$ cat src/rtl/seq_pattern_gen.sv
// seq_pattern_gen: serial test-pattern source for sequence detectors.
// Emits a captured WIDTH-bit pattern MSB first, reps times, with gap zero bits
// between occurrences. mark flags the last bit of each occurrence.
// All outputs are registered and reflect the bit being driven this cycle.
//
// Optional feature: define SEQ_GEN_OVERLAP_EN so that, when the captured gap is
// 0, each following occurrence reuses the last OVL bits of the previous one.
//
// Ports:
//   clk     - clock, rising edge
//   rst     - synchronous active-high reset
//   start   - begin a transmission (sampled only in IDLE)
//   pattern - WIDTH-bit pattern, MSB sent first
//   reps    - number of occurrences
//   gap     - zero bits between occurrences
//   x       - serial data bit (0 whenever valid is 0)
//   valid   - x carries a pattern or gap bit
//   mark    - last bit of an occurrence
//   busy    - transmission in progress
//   done    - one-cycle completion pulse
module seq_pattern_gen #(
  parameter int unsigned WIDTH = 5,
  parameter int unsigned OVL   = 2,
  parameter int unsigned CNT_W = 4,
  parameter int unsigned GAP_W = 4
) (
  input  logic             clk,
  input  logic             rst,
  input  logic             start,
  input  logic [WIDTH-1:0] pattern,
  input  logic [CNT_W-1:0] reps,
  input  logic [GAP_W-1:0] gap,
  output logic             x,
  output logic             valid,
  output logic             mark,
  output logic             busy,
  output logic             done
);

  localparam int unsigned IDX_W = (WIDTH > 1) ? $clog2(WIDTH) : 1;
  localparam logic [IDX_W-1:0] TOP_IDX = IDX_W'(WIDTH - 1);
`ifdef SEQ_GEN_OVERLAP_EN
  localparam logic [IDX_W-1:0] OVL_IDX = IDX_W'(WIDTH - 1 - OVL);
`endif

  // Reject an overlap that would swallow the whole pattern.
  if (OVL >= WIDTH) begin : g_bad_ovl
    $error("seq_pattern_gen: OVL must be smaller than WIDTH");
  end

  typedef enum logic [1:0] {
    IDLE  = 2'd0,
    SHIFT = 2'd1,
    GAP   = 2'd2,
    DONE  = 2'd3
  } state_t;

  state_t             r_state;
  logic [WIDTH-1:0]   r_pat;
  logic [CNT_W-1:0]   r_left;    // occurrences still to start after the current one
  logic [GAP_W-1:0]   r_gap;
  logic [GAP_W-1:0]   r_gcnt;    // gap cycles remaining after the current one
  logic [IDX_W-1:0]   r_idx;

  state_t             w_state_n;
  logic [WIDTH-1:0]   w_pat_n;
  logic [CNT_W-1:0]   w_left_n;
  logic [GAP_W-1:0]   w_gap_n;
  logic [GAP_W-1:0]   w_gcnt_n;
  logic [IDX_W-1:0]   w_idx_n;
  logic               w_x_n;
  logic               w_valid_n;
  logic               w_mark_n;
  logic               w_busy_n;
  logic               w_done_n;

  // State, captured configuration and output registers.
  always_ff @(posedge clk) begin
    if (rst) begin
      r_state <= IDLE;
      r_pat   <= '0;
      r_left  <= '0;
      r_gap   <= '0;
      r_gcnt  <= '0;
      r_idx   <= '0;
      x       <= 1'b0;
      valid   <= 1'b0;
      mark    <= 1'b0;
      busy    <= 1'b0;
      done    <= 1'b0;
    end else begin
      r_state <= w_state_n;
      r_pat   <= w_pat_n;
      r_left  <= w_left_n;
      r_gap   <= w_gap_n;
      r_gcnt  <= w_gcnt_n;
      r_idx   <= w_idx_n;
      x       <= w_x_n;
      valid   <= w_valid_n;
      mark    <= w_mark_n;
      busy    <= w_busy_n;
      done    <= w_done_n;
    end
  end

  // Next-state logic; outputs are derived from the next state so the
  // registered outputs describe the bit on the wire in the following cycle.
  always_comb begin
    w_state_n = r_state;
    w_pat_n   = r_pat;
    w_left_n  = r_left;
    w_gap_n   = r_gap;
    w_gcnt_n  = r_gcnt;
    w_idx_n   = r_idx;

    unique case (r_state)
      IDLE: begin
        if (start) begin
          w_pat_n = pattern;
          w_gap_n = gap;
          w_idx_n = TOP_IDX;
          if (reps == '0) begin
            w_state_n = DONE;
            w_left_n  = '0;
          end else begin
            w_state_n = SHIFT;
            w_left_n  = reps - 1'b1;
          end
        end
      end
      SHIFT: begin
        if (r_idx != '0) begin
          w_idx_n = r_idx - 1'b1;
        end else if (r_left == '0) begin
          w_state_n = DONE;
        end else begin
          w_left_n = r_left - 1'b1;
          if (r_gap != '0) begin
            w_state_n = GAP;
            w_gcnt_n  = r_gap - 1'b1;
          end else begin
`ifdef SEQ_GEN_OVERLAP_EN
            w_idx_n = OVL_IDX;
`else
            w_idx_n = TOP_IDX;
`endif
          end
        end
      end
      GAP: begin
        if (r_gcnt == '0) begin
          w_state_n = SHIFT;
          w_idx_n   = TOP_IDX;
        end else begin
          w_gcnt_n = r_gcnt - 1'b1;
        end
      end
      DONE: begin
        w_state_n = IDLE;
      end
      default: begin
        w_state_n = IDLE;
      end
    endcase

    w_valid_n = (w_state_n == SHIFT) || (w_state_n == GAP);
    w_busy_n  = w_valid_n;
    w_done_n  = (w_state_n == DONE);
    w_x_n     = (w_state_n == SHIFT) ? w_pat_n[w_idx_n] : 1'b0;
    w_mark_n  = (w_state_n == SHIFT) && (w_idx_n == '0);
  end

endmodule

$ cat config.mk
export PLATFORM = sky130hd
export DESIGN_NAME = seq_pattern_gen
export DESIGN_NICKNAME = d
export VERILOG_FILES = /design/src/rtl/seq_pattern_gen.sv
export SDC_FILE = /design/constraint.sdc
export NUM_CORES = 1
export LEC_CHECK = 0
export CAP_MARGIN = 15
export CORE_MARGIN = 2
export CORE_UTILIZATION = 53
export CTS_CLUSTER_SIZE = 25
export DETAILED_ROUTE_END_ITERATION = 6
export GPL_TIMING_DRIVEN = 0
export PLACE_DENSITY = 0.76
export SYNTH_ARGS = -nofsm -noshare
export SYNTH_HDL_FRONTEND = slang
export SYNTH_SLANG_ARGS = --single-unit
$ cat constraint.sdc
create_clock -name clk -period 3.03 [get_ports clk]
set_input_delay 0.303 -clock clk [delete_from_list [all_inputs] [get_ports clk]]
set_output_delay 0.303 -clock clk [all_outputs]
set_load 0.01 [all_outputs]
==> out/qor.yml, run 1 <==
flow_run:
  max_cap_violations: 0
global_route:
  gr-total-overflow: 0
  grt_pass1_wl_um: 5685
  grt_pass1_vias: 1280
  use_met2_pct: 37.07
  grt_max_degree: 15
  grtUsageTotal_pct: 22.68
  antenna_found_initial: 0
  met1_usage_pct: 28.91
  busiest_layer: "met2"
  use_met3_pct: 2.791
clock_tree:
  ctsResizeCount: 0
  cts.sinks: 26
  numCtsBuffers: 3
  cts_tree: "built"
  hold_buffers: 0
  cts_root_buffer: "clkbuf_4"
  post_cts_buffers: 0
  cts-htree-levels: 1
  cts.path.max_buffers: 2
  clk_latency_ns: 0.32
  clk_pin_slew_ns: 0.14
synth:
  yosys.area_share.simple_pct: 25.64
  synth_cell_types: 39
  async_flop_share_pct: 0
  synth_top_cell_area_share_pct: 36.91
  synth.yosys.seq_area_share_pct: 36.91
  syn_inst: 174
  syn_area_sq_um: 1410
  syn-num-nets: 196
  yosys-mux-area-fraction_pct: 2.839
  yosys_register_bits: 26
  synth_edf_count: 0
  ys.flop_type: "dfxtp_1"
  syn_avg_cell_area_sq_um: 8.104
  synthAdderAreaFrac_pct: 5.324
  yosys.area.top_type: "dfxtp_1"
  synth_top_family_by_area: "simple AND/OR/NAND/NOR gates"
  synthXorXnorAreaFrac_pct: 0
  yosys_warnings: 0
  ys_top_cells_by_area: "dfxtp_1 37%, a21oi_1 6.4%, nand2_1 5.6%"
  synth_compound_area_share_pct: 23.34
critical_path:
  arrival_ns: 3.06
  worstPathRequired_ns: 3.31
  r2r_start: "r_gap[2]$_SDFFE_PP0P_"
  critPathLaunchType: "flop"
  end_kind: "flop"
  rrSetupSlack_ns: 0.25
  crit_fanout: 7
  r2r-end: "x$_SDFF_PP0_"
  crit_type: "reg -> reg"
  r2r_cells: 9
finish:
  n_fill_cell: 212
  layout_common_cells: "26 x dfxtp_1, 21 x nand2_1, 20 x clkdlybuf4s50_1, 19 x nor2_1, 18 x a21oi_1"
  nNetsFinal: 221
  fin_area_sq_um: 1684
  layout_commonest_cell: "dfxtp_1"
  ff_latch_area_sq_um: 520.5
  multi_input_area_sq_um: 805.8
  drive_above_1_share_pct: 7.576
  final_cells: 228
  syn_to_final_growth_pct: 19.43
  n_antenna_cell: 0
status:
  status: "finished clean"
floorplanning:
  die_h_um: 55.58
  die_x_um: 55.58
  io_pins: 21
  die-area_sq_um: 3089
  coreArea_sq_um: 2500
  core.rowCount: 18
  initial_core_util_pct: 56.41
worst_hold_path:
  worst_hold_path.endpoint: "r_pat[0]$_SDFF_PP0_"
  hp-class: "reg -> reg"
  whs_path_depth: 2
  min-delay-start: "r_pat[0]$_SDFF_PP0_"
drt:
  firstDrtPassIters: 4
  drt_drc_violations_left: 0
  routed_via_density: 5.895
  first_iter_violations: 43
  ant_nets: 0
  wl_per_cell_um: 13.93
  wirelength_um: 3176
  vias: 1344
place:
  dp.cells: 224
  placed_area_sq_um: 1648
  io_buffers: 20
  dpl.hpwl_um: 2454
  gp_congestion: 0.8879
power_and_ir_drop:
  p_int_mw: 0.7145
  p_per_area_nw_per_um2: 680.2
  share_seq_of_total_power_pct: 40.3
  power_switching_mw: 0.4310
  p_leak_nw: 0.6316
  clkPwrFrac_pct: 15.4
  switching_share_pct: 37.62
  pwr-share-comb_pct: 44.3
  peakVddDrop_uv: 456.7
timing:
  relSlewSlack_pct: 62.20
  hold_viol_final: 0
  tns_ns: 0
  tightest_slew_ns: 0.5653
  clock_skew_ns: 0.006977
  rsz0062_at_grt: "no"
  min_period_over_period_pct: 91.71
  max_freq_mhz: 359.9
  min_period_ns: 2.779
  setup_violations: 0
  slew_viol_final: 0
## cell families (layout without fill, tap and decap cells)
group | after synthesis | count (layout)
multiplexers | 4 | 4
AND/OR/NAND/NOR | 72 | 72
buffers and inverters | 16 | 40
adder cells (fa/ha/maj) | 6 | 6
AO/OA/AOI/OAI | 50 | 50
flip-flops | 26 | 26
## worst max-delay path, stage by stage, from the launching register on
cell and delay [ns]:
dfxtp_1 0.38, or4_1 0.51, buf_2 0.17, o21ba_2 0.22
a211oi_1 0.40, ha_1 0.25, nand2_1 0.07, or4_1 0.50
o31ai_1 0.08, o31a_1 0.16
## worst max path at each step
| stage | start | to | slack (ns) | depth (start not counted) |
|---|---|---|---|---|
| floorplan | r_gap[2]$_SDFFE_PP0P_ | x$_SDFF_PP0_ | 0.51 | 9 |
| global placement | start | x$_SDFF_PP0_ | 0.28 | 10 |
| detailed placement | start | x$_SDFF_PP0_ | 0.29 | 10 |
| finish | r_gap[2]$_SDFFE_PP0P_ | x$_SDFF_PP0_ | 0.25 | 9 |
| global route | r_gap[2]$_SDFFE_PP0P_ | x$_SDFF_PP0_ | 0.17 | 9 |
| CTS | r_gap[2]$_SDFFE_PP0P_ | x$_SDFF_PP0_ | 0.27 | 9 |
## power by group through the flow
stage,Combinational (mW),Clock (mW),Sequential (mW)
finish,0.507,0.177,0.462
global placement,0.479,0,0.465
CTS,0.504,0.181,0.461
detailed placement,0.501,0,0.469
global route,0.572,0.192,0.469
floorplan,0.344,0,0.464
## area by class of cell
cell class | instances | area share [%]
Multi-Input combinational cell | 132 | 47.85
Sequential cell | 26 | 30.91
Timing Repair Buffer | 20 | 11.89
Buffer | 8 | 3.195
Tap cell | 30 | 2.229
Clock buffer | 4 | 2.155
Inverter | 8 | 1.783
## metal layers
metal / vias up / share of wire [%]
met5: - / 0
met3: 12 / 4.0
met4: 0 / 3.5
met2: 37 / 47
met1: 613 / 45
li1: 682 / -
## synthesized netlist by cell type, types with 2 or more instances
cell type,number
ha_1,6
inv_1,8
o21bai_1,2
o311ai_1,2
o21ai_0,6
clkbuf_1,3
o31ai_1,3
buf_4,2
nand2b_1,3
o21ai_1,2
mux2i_1,4
nor2_1,19
nor2b_1,3
dfxtp_1,26
nand2_1,21
and2_1,2
and2b_1,2
a21oi_1,18
nor3_1,10
buf_6,2
a31oi_1,3
or3_1,2
o2111ai_1,2
a211oi_1,6
or4_1,3
## metrics by stage
| stage | worst slack, ns | power (mW) | util (%) | hold WS, ns |
|---|---|---|---|---|
| after CTS | 0.2692 | 1.145 | 67.37 | 0.4695 |
| after global placement | 0.2832 | 0.9433 | 65.92 | 0.4441 |
| after detailed placement | 0.2925 | 0.9701 | 65.92 | 0.4493 |
| after floorplan | 0.5083 | 0.8084 | - | 0.3746 |
| after global routing | 0.1727 | 1.233 | 67.37 | 0.5083 |
| final | 0.2512 | 1.145 | 67.37 | 0.4675 |
## state kept, by name, summed over array words and instances, names as in the netlist, 2 cells and up
signal	flops
r_state	2
r_idx	3
r_left	4
r_gap	4
r_gcnt	4
r_pat	5
No activity file was read; power rests on OpenSTA's default activity.
==> run 2, diff against run 1 <==
Clock period 3.03 ns to 2.9 ns, I/O delays scaled along.
==> results of run 2 <==
The final DEF is identical to that of run 1. Status: finished clean.
Main changes from that run: setup slack after placement 0.2925 ns -> 0.1755 ns; setup slack after layout 0.2512 ns -> 0.1212 ns; register-to-register setup slack 0.25 ns -> 0.12 ns; total power 1.145 mW -> 1.197 mW; worst IR drop on VDD 456.7 uV -> 477.1 uV
